File: src/rtl/dlx_instr_encoder_if.sv
// Descriptor-in / instruction-out handshake bundle for dlx_instr_encoder.
// master: host or test sequencer side; slave: the encoder.
interface dlx_instr_encoder_if;
  logic        in_valid;
  logic        in_ready;
  logic [5:0]  in_opcode;
  logic [5:0]  in_func;
  logic [4:0]  in_rs1;
  logic [4:0]  in_rs2;
  logic [4:0]  in_rd;
  logic [25:0] in_imm;
  logic        out_valid;
  logic        out_ready;
  logic [31:0] out_instr;

  modport master (
    output in_valid, in_opcode, in_func, in_rs1, in_rs2, in_rd, in_imm, out_ready,
    input  in_ready, out_valid, out_instr
  );

  modport slave (
    input  in_valid, in_opcode, in_func, in_rs1, in_rs2, in_rd, in_imm, out_ready,
    output in_ready, out_valid, out_instr
  );
endinterface

File: src/rtl/dlx_instr_encoder.sv
// DLX instruction encoder: builds R/I/J-type words from field descriptors and
// buffers them in a DEPTH-entry FIFO toward the fetch stage.
// Optional feature macro: DLX_ENC_ILLEGAL_CHECK_EN -- when defined, opcodes
// 0x30-0x3F are accepted but dropped and reported via err_illegal/err_count;
// when undefined they are encoded as I-type and the error outputs are 0.
module dlx_instr_encoder #(
  parameter int DEPTH = 4,
  parameter int CNTW  = 8
) (
  input  logic                     clk,
  input  logic                     rst,
  dlx_instr_encoder_if.slave       bus,
  input  logic                     flush,
  output logic [$clog2(DEPTH):0]   count,
  output logic                     err_illegal,
  output logic [CNTW-1:0]          err_count
);

  localparam int AW = $clog2(DEPTH);
  localparam logic [AW:0]   DEPTH_C = DEPTH[AW:0];
  localparam logic [AW:0]   CNT_ONE = {{AW{1'b0}}, 1'b1};
  localparam logic [AW-1:0] PTR_ONE = {{(AW-1){1'b0}}, 1'b1};

  logic [31:0]   mem [DEPTH];
  logic [AW-1:0] wr_ptr;
  logic [AW-1:0] rd_ptr;
  logic [31:0]   enc;
  logic          illegal;
  logic          accept;
  logic          push;
  logic          pop;

  assign bus.in_ready  = (count < DEPTH_C) & ~flush;
  assign bus.out_valid = (count != '0) & ~flush;
  assign bus.out_instr = bus.out_valid ? mem[rd_ptr] : 32'h0;

  assign accept = bus.in_valid & bus.in_ready;
  assign push   = accept & ~illegal;
  assign pop    = bus.out_valid & bus.out_ready;

  // Format selection by opcode; anything not R or J falls through to I-type.
  always_comb begin
    enc = {bus.in_opcode, bus.in_rs1, bus.in_rd, bus.in_imm[15:0]};
    if (bus.in_opcode == 6'h00 || bus.in_opcode == 6'h01)
      enc = {bus.in_opcode, bus.in_rs1, bus.in_rs2, bus.in_rd, 5'b0, bus.in_func};
    else if (bus.in_opcode == 6'h02 || bus.in_opcode == 6'h03 ||
             bus.in_opcode == 6'h10 || bus.in_opcode == 6'h11)
      enc = {bus.in_opcode, bus.in_imm};
  end

  // Storage array; no reset needed since reads are gated by occupancy.
  always_ff @(posedge clk) begin
    if (push)
      mem[wr_ptr] <= enc;
  end

  // Pointer and occupancy tracking; reset and flush both clear everything.
  always_ff @(posedge clk) begin
    if (rst || flush) begin
      wr_ptr <= '0;
      rd_ptr <= '0;
      count  <= '0;
    end else begin
      if (push) wr_ptr <= wr_ptr + PTR_ONE;
      if (pop)  rd_ptr <= rd_ptr + PTR_ONE;
      case ({push, pop})
        2'b10:   count <= count + CNT_ONE;
        2'b01:   count <= count - CNT_ONE;
        default: count <= count;
      endcase
    end
  end

`ifdef DLX_ENC_ILLEGAL_CHECK_EN
  assign illegal = (bus.in_opcode[5:4] == 2'b11);

  // Rejected-descriptor pulse and saturating counter; flush leaves them alone.
  always_ff @(posedge clk) begin
    if (rst) begin
      err_illegal <= 1'b0;
      err_count   <= '0;
    end else begin
      err_illegal <= accept & illegal;
      if (accept && illegal && (err_count != '1))
        err_count <= err_count + {{(CNTW-1){1'b0}}, 1'b1};
    end
  end
`else
  assign illegal     = 1'b0;
  assign err_illegal = 1'b0;
  assign err_count   = '0;
`endif

endmodule

File: src/flat_wrapper.sv
// flat-port wrapper written by rule: the top's interface ports become plain ports
module dlx_instr_encoder_flat 
#(
  parameter int DEPTH = 4,
  parameter int CNTW  = 8
)
  (clk, rst, flush, count, err_illegal, err_count, bus_in_valid, bus_in_opcode, bus_in_func, bus_in_rs1, bus_in_rs2, bus_in_rd, bus_in_imm, bus_out_ready, bus_in_ready, bus_out_valid, bus_out_instr);
  dlx_instr_encoder_if bus_i ();
  input  logic clk;
  input  logic rst;
  input  logic flush;
  output logic [$clog2(DEPTH):0] count;
  output logic err_illegal;
  output logic [CNTW-1:0] err_count;
  input wire logic [$bits(bus_i.in_valid)-1:0] bus_in_valid;
  input wire logic [$bits(bus_i.in_opcode)-1:0] bus_in_opcode;
  input wire logic [$bits(bus_i.in_func)-1:0] bus_in_func;
  input wire logic [$bits(bus_i.in_rs1)-1:0] bus_in_rs1;
  input wire logic [$bits(bus_i.in_rs2)-1:0] bus_in_rs2;
  input wire logic [$bits(bus_i.in_rd)-1:0] bus_in_rd;
  input wire logic [$bits(bus_i.in_imm)-1:0] bus_in_imm;
  input wire logic [$bits(bus_i.out_ready)-1:0] bus_out_ready;
  output wire logic [$bits(bus_i.in_ready)-1:0] bus_in_ready;
  output wire logic [$bits(bus_i.out_valid)-1:0] bus_out_valid;
  output wire logic [$bits(bus_i.out_instr)-1:0] bus_out_instr;
  assign bus_i.in_valid = bus_in_valid;
  assign bus_i.in_opcode = bus_in_opcode;
  assign bus_i.in_func = bus_in_func;
  assign bus_i.in_rs1 = bus_in_rs1;
  assign bus_i.in_rs2 = bus_in_rs2;
  assign bus_i.in_rd = bus_in_rd;
  assign bus_i.in_imm = bus_in_imm;
  assign bus_i.out_ready = bus_out_ready;
  assign bus_in_ready = bus_i.in_ready;
  assign bus_out_valid = bus_i.out_valid;
  assign bus_out_instr = bus_i.out_instr;
  dlx_instr_encoder #(.DEPTH(DEPTH), .CNTW(CNTW)) u_core (.clk(clk), .rst(rst), .bus(bus_i), .flush(flush), .count(count), .err_illegal(err_illegal), .err_count(err_count));
endmodule
File: config.mk
export PLATFORM = sky130hd
export DESIGN_NAME = dlx_instr_encoder_flat
export DESIGN_NICKNAME = d
export VERILOG_FILES = /design/src/rtl/dlx_instr_encoder_if.sv /design/src/rtl/dlx_instr_encoder.sv /design/src/flat_wrapper.sv
export SDC_FILE = /design/constraint.sdc
export NUM_CORES = 1
export LEC_CHECK = 0
export BUFFER_PORTS_ARGS = -buffer_cell sky130_fd_sc_hd__buf_4
export CAP_MARGIN = 20
export CORE_UTILIZATION = 40
export CTS_CLUSTER_DIAMETER = 150
export CTS_CLUSTER_SIZE = 8
export DETAILED_ROUTE_END_ITERATION = 8
export HOLD_SLACK_MARGIN = 0.12
export PLACE_DENSITY = 0.6
export RECOVER_POWER = 100
export SYNTH_ARGS = -nofsm -noshare
export SYNTH_HDL_FRONTEND = slang
export SYNTH_SLANG_ARGS = --single-unit
export TNS_END_PERCENT = 10
File: constraint.sdc
create_clock -name clk -period 2.4 [get_ports clk]
set_input_delay 0.12 -clock clk [delete_from_list [all_inputs] [get_ports clk]]
set_output_delay 0.12 -clock clk [all_outputs]
set_load 0.1 [all_outputs]
==> flow_summary.json, run 1 <==
{
  "r2r-start": "u_core.count[2]$_SDFFE_PP0P_",
  "yosysWarnings": 0,
  "ys_seq_area_frac": 0.6928,
  "grt_pass1_vias": 3428,
  "diodes": 0,
  "regArea_um2": 4029,
  "timing.setup.tns_ps": 0,
  "worst_pin_slew_ps": 1184,
  "die_area_um2": 15010,
  "first_pass_iters": 4,
  "htree_levels": 4,
  "crit_path_start_kind": "flop",
  "crit_start": "u_core.count[0]$_SDFFE_PP0P_",
  "clock_skew_ps": 4.504,
  "worstHoldStart": "bus_in_imm[19]",
  "ys.flop_type": "edfxtp_1",
  "synth_common_cells": "edfxtp_1 (128), and2_1 (38), mux4_2 (32)",
  "clkLatencyLatePin_ps": 420,
  "synth_top_cells_by_area": "edfxtp_1 (66%), mux4_2 (12%), and2_1 (4.1%)",
  "multi_input_area_um2": 1653,
  "synth.avg_cell_area_um2": 18.44,
  "wl_mm": 12.32,
  "syn_area_um2": 5808,
  "fill_cells": 1142,
  "crit_type": "reg -> out",
  "die_h_um": 122.5,
  "rsz0062_at_grt": "no",
  "relSlewSlack": 0.2142,
  "routed_via_density": 5.053,
  "ctsRootBufferMaster": "clkbuf_16",
  "dp_hpwl_mm": 7.661,
  "cts_sinks": 137,
  "synth.top_cell.area_share": 0.6618,
  "fmax_mhz": 454.1,
  "die_w_um": 122.5,
  "cts_made_buffers": 17,
  "io_pins": 104,
  "ir_worst_vdd_mv": 0.3433,
  "p_per_area_nw_per_um2": 719.1,
  "wl_per_cell_um": 18.55,
  "ys_ff_latch": 137,
  "grt_max_degree": 34,
  "ant_nets": 0,
  "outcome": "complete, no violations",
  "hold_viol": 0,
  "p_leak_uw": 0.002727,
  "max-clock-path-buffers": 2,
  "gp_congestion": 0.7153,
  "maxCapViolations": 0,
  "synth_edf_count": 128,
  "period_share": 0.9176,
  "cp_max_fo": 33,
  "hold_path.class": "in -> reg",
  "start_util": 0.4136,
  "crit_required_ps": 2280,
  "final_nets": 535,
  "setup_violations": 0,
  "min_period_ps": 2202,
  "crit_arrival_ps": 2080,
  "drtIter0Drc": 248,
  "synth_top_cell_by_area": "edfxtp_1",
  "drv_slew": 0,
  "numPortBuffers": 94,
  "track_usage": 0.1792,
  "ys_async_sr_fraction": 0,
  "vias": 3355,
  "clkTransAtPathRegs_ps": 50,
  "grt_pass1_wl_mm": 18.80,
  "end_kind": "primary output",
  "antenna_found_initial": 0,
  "drive_above_1_share": 0.3512,
  "yosys.cell_types.count": 34,
  "yosysMostFrequentCell": "edfxtp_1",
  "whs_ps": 152.2,
  "route.detailed.drc": 0,
  "synthCells": 315,
  "cts_tree": "done",
  "overflow": 0,
  "syn2layout_area_growth_pct": 32.94,
  "core-area_um2": 14040,
  "rows": 43
}
==> metal layers <==
| layer | vias to the layer above | share of wire | GRT usage | routed length, um |
|---|---|---|---|---|
| met2 | 103 | 0.50 | 0.2865 | 6127 |
| met5 | - | 0 | 0 | 0 |
| li1 | 1538 | - | - | - |
| met4 | 0 | 0.023 | 0.08689 | 284 |
| met3 | 26 | 0.040 | 0.03810 | 489 |
| met1 | 1688 | 0.44 | 0.2329 | 5413 |
==> critical path, stage by stage (launching register included) <==
cell	delay, ps
dfxtp_1	410
nor3_1	100
buf_4	160
nor2_2	70
buf_4	350
and2_1	260
buf_4	310
==> layout make-up <==
| cell class | count | share of cell area |
|---|---|---|
| multi-input combinational | 159 | 0.2141 |
| clock buffer | 20 | 0.05655 |
| clock inverter | 12 | 0.01394 |
| tap | 180 | 0.02917 |
| sequential | 137 | 0.5218 |
| timing repair buffer | 153 | 0.1630 |
| inverter | 3 | 0.001458 |
==> metrics by stage <==
stage | area [um2] | instances | setup WS, ps | utilization | total power [uW]
global placement | 6815 | 585 | 513.0 | 0.4853 | 3149
floorplan | 5859 | 323 | 30.80 | - | 3010
global route | 7721 | 664 | 84.52 | 0.5499 | 5729
CTS | 7830 | 664 | 223.0 | 0.5576 | 5635
finish | 7721 | 664 | 197.7 | 0.5499 | 5552
detailed placement | 6815 | 585 | 489.3 | 0.4853 | 3159
==> sequential cells by signal, indices dropped and copies added (netlist names), named ones only <==
signal / cells
u_core.mem: 128
u_core.count: 3
u_core.rd_ptr: 2
u_core.wr_ptr: 2
==> logic make-up (layout without fill, tap and decap cells) <==
| logic type | count (synthesis) | in the layout | share of synthesized area |
|---|---|---|---|
| AO/OA/AOI/OAI | 18 | 18 | 0.02090 |
| XOR/XNOR | 3 | 3 | 0.004525 |
| adder cells (fa/ha/maj) | 6 | 6 | 0.01422 |
| buffers and inverters | 27 | 188 | 0.02757 |
| flip-flops | 137 | 137 | 0.6928 |
| multiplexers | 55 | 55 | 0.1704 |
| other | 1 | 9 | 0.0006457 |
| AND/OR/NAND/NOR | 68 | 68 | 0.06894 |
==> placed cells by master (no fill, tap or decap), types with 2 or more instances in the layout <==
cell type,n
or3_1,5
dfxtp_1,5
bufinv_16,2
xnor2_1,2
edfxtp_1,128
ha_1,5
nor2_1,6
nand2b_1,2
inv_1,3
nor3_1,2
clkinv_2,5
o211ai_1,5
buf_12,3
and2_2,12
dfxtp_2,4
nand2_1,5
clkbuf_16,17
o21ai_0,3
clkinv_1,4
mux4_2,32
clkbuf_1,15
conb_1,9
mux2i_1,7
nor2b_1,2
a32oi_1,5
and2_1,24
and2_0,6
buf_4,59
mux2_1,16
clkbuf_4,32
a21oi_1,4
dlygate4sd3_1,47
==> repair_timing <==
action                                 CTS  global route
resized for setup                        0             0
endpoints found under the hold margin  117             0
hold buffers                            47             0
buffers inserted                         0             0
==> path summary, 6_finish.rpt <==
check	endpoint	slack [ps]	cells after the start
setup reg to reg	u_core.mem[3][18]$_DFFE_PP_	320	4
hold reg to reg	flop	480	2
setup / recovery	bus_out_instr[20]	200	6
hold / removal	u_core.mem[3][19]$_DFFE_PP_	150	3
==> where the power goes <==
part	switching (uW)	total (uW)	internal [uW]
Combinational	293	479	186
Clock	905	2400	1500
Sequential	9.84	2670	2660
Power figures use the tool's default switching activity.
==> run 2: changes to the inputs <==
--- a/config.mk
+++ b/config.mk
@@ -7,12 +7,12 @@
 export LEC_CHECK = 0
 export BUFFER_PORTS_ARGS = -buffer_cell sky130_fd_sc_hd__buf_4
 export CAP_MARGIN = 20
-export CORE_UTILIZATION = 40
+export CORE_UTILIZATION = 56
 export CTS_CLUSTER_DIAMETER = 150
 export CTS_CLUSTER_SIZE = 8
 export DETAILED_ROUTE_END_ITERATION = 8
 export HOLD_SLACK_MARGIN = 0.12
-export PLACE_DENSITY = 0.6
+export PLACE_DENSITY = 0.8
 export RECOVER_POWER = 100
 export SYNTH_ARGS = -nofsm -noshare
 export SYNTH_HDL_FRONTEND = slang
==> constraint.sdc (replaced) <==
create_clock -name clk -period 2.4 [get_ports clk]
set_input_delay 0.24 -clock clk [delete_from_list [all_inputs] [get_ports clk]]
set_output_delay 0.24 -clock clk [all_outputs]
set_load 0.1 [all_outputs]
==> flow_summary.json, run 2 (synthesis results as in run 1) <==
{
  "die_h_um": 103.8,
  "dr_wl_met3_um": 772,
  "htree_levels": 4,
  "comb_power_share": 0.084,
  "sw_frac_of_total": 0.2357,
  "routed_via_density": 5.666,
  "fill_cells": 543,
  "syn2layout_area_growth_pct": 34.79,
  "hold_viol": 0,
  "largest_register": "u_core.mem",
  "grt_pass1_wl_mm": 19.46,
  "cts_sinks": 137,
  "p_per_area_nw_per_um2": 745.6,
  "p_leak_uw": 0.002830,
  "crit_required_ps": 2160,
  "numPortBuffers": 94,
  "grt_pass1_vias": 3676,
  "io_pins": 104,
  "cp_max_fo": 9,
  "route.detailed.drc": 0,
  "whs_path_depth": 4,
  "drv_slew": 0,
  "relSlewSlack": 0.2255,
  "die_area_um2": 10780,
  "setup_slack_ps": 35.80,
  "period_share": 0.9851,
  "min_period_ps": 2364,
  "dp_hpwl_mm": 7.461,
  "core-area_um2": 9910,
  "met2WireLength_mm": 6.808,
  "clkTransAtPathRegs_ps": 60,
  "fmax_mhz": 423.0,
  "max-clock-path-buffers": 2,
  "cts_tree": "done",
  "reg2reg_depth": 4,
  "track_usage": 0.2456,
  "p_switching_uw": 1376,
  "crit_path_start_kind": "flop",
  "grt_max_degree": 33,
  "top_layer": "met4",
  "final_nets": 546,
  "clkLatencyLatePin_ps": 530,
  "crit_type": "reg -> out",
  "whs_ps": 136.4,
  "seqPwrFrac": 0.457,
  "final_cell_mix": "edfxtp_1 (128), buf_4 (85), dlygate4sd3_1 (46), mux4_2 (32), and2_1 (25)",
  "die_w_um": 103.8,
  "wl_mm": 13.05,
  "antenna_found_initial": 0,
  "intPower_uw": 4461,
  "rows": 36,
  "largest_reg_flops": 128,
  "wl_per_cell_um": 20.77,
  "outcome": "complete, no violations",
  "drtIter0Drc": 213,
  "multi_input_area_um2": 1648,
  "hold_path.class": "in -> reg",
  "end_kind": "primary output",
  "final_util": 0.7900,
  "setup_violations": 0,
  "start_util": 0.5861,
  "drive_above_1_share": 0.3818,
  "ant_nets": 0,
  "first_pass_iters": 5,
  "place_ws_ps": 378.9,
  "worst_pin_slew_ps": 1167,
  "largestRegisters": "u_core.mem: 128 flops, u_core.count: 3 flops",
  "clockPowerShare": 0.459,
  "clock_skew_ps": 7.622,
  "timing.setup.tns_ps": 0,
  "regArea_um2": 4033,
  "ctsRootBufferMaster": "clkbuf_8",
  "wl_met1_mm": 5.132,
  "overflow": 0,
  "crit_arrival_ps": 2120,
  "cts_made_buffers": 17,
  "diodes": 0,
  "ir_worst_vdd_mv": 0.5850,
  "vias": 3558,
  "layout_commonest_cell": "edfxtp_1",
  "maxCapViolations": 0,
  "gp_congestion": 0.7372
}
-- run 2: power groups by stage --
| stage | registers (uW) | logic (uW) | clock network [uW] |
|---|---|---|---|
| after CTS | 2670 | 498 | 2670 |
| after global placement | 2720 | 424 | 0 |
| after global routing | 2670 | 515 | 2790 |
| after floorplan | 2720 | 288 | 0 |
| after detailed placement | 2720 | 435 | 0 |
| final | 2670 | 489 | 2680 |
-- run 2: worst max-delay path, stage by stage (launching register included) --
cell and delay, ps:
dfxtp_4 470, buf_12 180, mux4_2 530, and2_1 180, buf_4 230
-- run 2: layout make-up --
class,instances,share of cell area
flip-flops and latches,137,0.5151
clock inverters,14,0.02397
clock buffers,18,0.05338
repair buffers,164,0.1744
inverters,3,0.001438
well taps,133,0.02126
multi-input cells,159,0.2105
-- run 2: repair_timing --
action,in CTS,in global routing
gates resized for setup,3,0
endpoints found under the setup margin,26,24
buffers inserted,0,5
endpoints found under the hold margin,116,0
cloned,0,2
hold buffers,46,0
-- run 2: metal layers --
layer  global-route usage  up-vias
met4               0.1112        0
met3              0.05727       39
met2               0.4119      188
met1               0.3052     1776
met5                    0        -
li1                     -     1555
-- run 2: metrics by stage --
stage          total power [uW]  area [um2]  cells
6_report                   5837        7829    628
5_1_grt                    5977        7829    628
4_1_cts                    5835        7853    621
3_5_place_dp               3152        6777    543
3_3_place_gp               3140        6777    543
2_1_floorplan              3010        5854    323
-- run 2: final timing paths --
path / start / endpoint / slack, ps
max reg2reg: u_core.count[2]$_SDFFE_PP0P_ / u_core.mem[2][22]$_DFFE_PP_ / 210
max: flop / bus_out_instr[11] / 40
min reg2reg: u_core.rd_ptr[1]$_SDFFE_PP0N_ / flop / 520
min: bus_out_ready / flop / 140
==> run 3: changes to the inputs <==
--- a/config.mk
+++ b/config.mk
@@ -7,12 +7,13 @@
 export LEC_CHECK = 0
 export BUFFER_PORTS_ARGS = -buffer_cell sky130_fd_sc_hd__buf_4
 export CAP_MARGIN = 20
-export CORE_UTILIZATION = 56
+export CORE_UTILIZATION = 31
 export CTS_CLUSTER_DIAMETER = 150
 export CTS_CLUSTER_SIZE = 8
 export DETAILED_ROUTE_END_ITERATION = 8
-export HOLD_SLACK_MARGIN = 0.12
-export PLACE_DENSITY = 0.8
+export GPL_TIMING_DRIVEN = 0
+export HOLD_SLACK_MARGIN = 0.06
+export PLACE_DENSITY = 0.49
 export RECOVER_POWER = 100
 export SYNTH_ARGS = -nofsm -noshare
 export SYNTH_HDL_FRONTEND = slang
==> flow_summary.json, run 3 (synthesis results as in run 1) <==
{
  "largestRegisters": "u_core.mem: 128 flops, u_core.count: 3 flops",
  "worst_pin_slew_ps": 1166,
  "min_period_ps": 2277,
  "crit_required_ps": 2160,
  "rsz0062_at_grt": "no",
  "wl_mm": 12.68,
  "largest_register": "u_core.mem",
  "final_cell_mix": "edfxtp_1 (128), buf_4 (73), mux4_2 (32), and2_1 (25), clkbuf_4 (19)",
  "dpl_cell_area_um2": 6947,
  "largest_reg_flops": 128,
  "ir_worst_vdd_mv": 0.4090,
  "numPortBuffers": 94,
  "place_ws_ps": -36.34,
  "dp.cells": 650,
  "drive_above_1_share": 0.4018,
  "antenna_found_initial": 1,
  "overflow": 0,
  "vias": 3194,
  "gp_congestion": 0.7162,
  "routed_via_density": 4.676,
  "setup_violations": 0,
  "cp_slowest_cell": "mux4_2",
  "end_kind": "primary output",
  "grt_pass1_vias": 3510,
  "path_cells": "buf_6 > mux4_2 > and2_2 > clkbuf_4",
  "timing.setup.tns_ps": 0,
  "outcome": "complete, no violations",
  "htree_levels": 4,
  "crit_type": "reg -> out",
  "instances_no_fill": 683,
  "syn2layout_area_growth_pct": 27.90,
  "cp.depth": 4,
  "p_switching_uw": 1154,
  "ff2ff_setup_slack_ps": 190,
  "final_util": 0.4093,
  "ant_nets": 0,
  "sw_frac_of_total": 0.2204,
  "fmax_mhz": 439.3,
  "cp_top_family": "multiplexers",
  "cts_tree": "done",
  "intPower_uw": 4082,
  "drtIter0Drc": 160,
  "track_usage": 0.1406,
  "fill_cells": 1703,
  "endpoint": "bus_out_instr[2]",
  "hold_path.class": "in -> reg",
  "hold_viol": 0,
  "route.detailed.drc": 0,
  "io_pins": 104,
  "cts_setup_buffers": 0,
  "clkTransAtPathRegs_ps": 50,
  "die_w_um": 138.9,
  "p_leak_uw": 0.002612,
  "dp_hpwl_mm": 8.556,
  "crit_path_start_kind": "flop",
  "first_pass_iters": 7,
  "die_area_um2": 19290,
  "ctsRootBufferMaster": "clkbuf_16",
  "crit_buf_inv": 2,
  "crit_arrival_ps": 2040,
  "clkLatencyLatePin_ps": 410,
  "start_util": 0.3200,
  "layout_commonest_cell": "edfxtp_1",
  "final_nets": 509,
  "drv_slew": 0,
  "relSlewSlack": 0.2257,
  "period_share": 0.9485,
  "seqPwrFrac": 0.510,
  "cts_made_buffers": 17,
  "timing.rr.end": "u_core.mem[3][15]$_DFFE_PP_",
  "r2r-start": "u_core.count[2]$_SDFFE_PP0P_",
  "reg2reg_depth": 3,
  "max_stage_delay_ps": 520,
  "rows": 49,
  "grt_max_degree": 31,
  "maxCapViolations": 0,
  "p_per_area_nw_per_um2": 704.8,
  "setup_slack_ps": 123.5,
  "core-area_um2": 18150,
  "grt_pass1_wl_mm": 19.62,
  "wl_per_cell_um": 18.57,
  "clock_skew_ps": 7.616,
  "comb_power_share": 0.084,
  "clockPowerShare": 0.406,
  "cp_max_fo": 10,
  "die_h_um": 138.9,
  "cts_sinks": 137,
  "max-clock-path-buffers": 2,
  "fin_area_um2": 7428
}
## run 3: metrics by stage
step	hold WS (ps)	power, uW
3_5_place_dp	450.7	3172
3_3_place_gp	447.4	3156
2_1_floorplan	338.9	3010
6_report	194.7	5236
4_1_cts	148.3	5315
5_1_grt	193.8	5408
## run 3: what timing repair did
| action | CTS | global route |
|---|---|---|
| setup endpoints to repair | 31 | 49 |
| resized for setup | 14 | 2 |
| hold buffers | 6 | 0 |
| hold endpoints to repair | 24 | 0 |
## run 3: cell type report
| type | instances | area, um2 | area share |
|---|---|---|---|
| multi-input cells | 159 | 1658 | 0.2232 |
| well taps | 229 | 286.5 | 0.03857 |
| diodes | 1 | 2.502 | 0.0003369 |
| repair buffers | 104 | 805.8 | 0.1085 |
| clock inverters | 7 | 33.78 | 0.004548 |
| clock buffers | 20 | 436.7 | 0.05878 |
| plain buffers | 23 | 165.2 | 0.02223 |
| inverters | 3 | 11.26 | 0.001516 |
| flip-flops and latches | 137 | 4029 | 0.5424 |
## run 3: worst min-delay path by stage
stage	start	end	slack, ps	cells past startpoint
global placement	bus_in_opcode[0]	u_core.mem[1][26]$_DFFE_PP_	450	1
CTS	bus_in_imm[4]	u_core.mem[0][4]$_DFFE_PP_	150	2
finish	bus_in_imm[21]	u_core.mem[0][21]$_DFFE_PP_	190	2
global route	bus_in_rs1[0]	u_core.mem[2][21]$_DFFE_PP_	190	2
detailed placement	bus_in_opcode[0]	u_core.mem[0][26]$_DFFE_PP_	450	1
floorplan	bus_in_opcode[0]	u_core.mem[0][26]$_DFFE_PP_	340	0
## run 3: layer usage
layer	track usage	vias up	part of all wire
met5	0	-	0
met3	0.03902	15	0.038
met2	0.2422	90	0.52
li1	-	1483	-
met1	0.1651	1606	0.43
met4	0.05965	0	0.011
## run 3: worst register-to-register path, stage by stage (launching register included)
cell	delay (ps)
dfxtp_2	350
nor3b_2	430
and2_1	870
buf_16	250
## run 3: power groups by stage
stage / sequential (uW) / clock [uW] / combinational (uW)
6_report: 2670 / 2130 / 438
5_1_grt: 2670 / 2270 / 467
4_1_cts: 2670 / 2180 / 464
3_5_place_dp: 2720 / 0 / 454
3_3_place_gp: 2720 / 0 / 439
2_1_floorplan: 2720 / 0 / 288
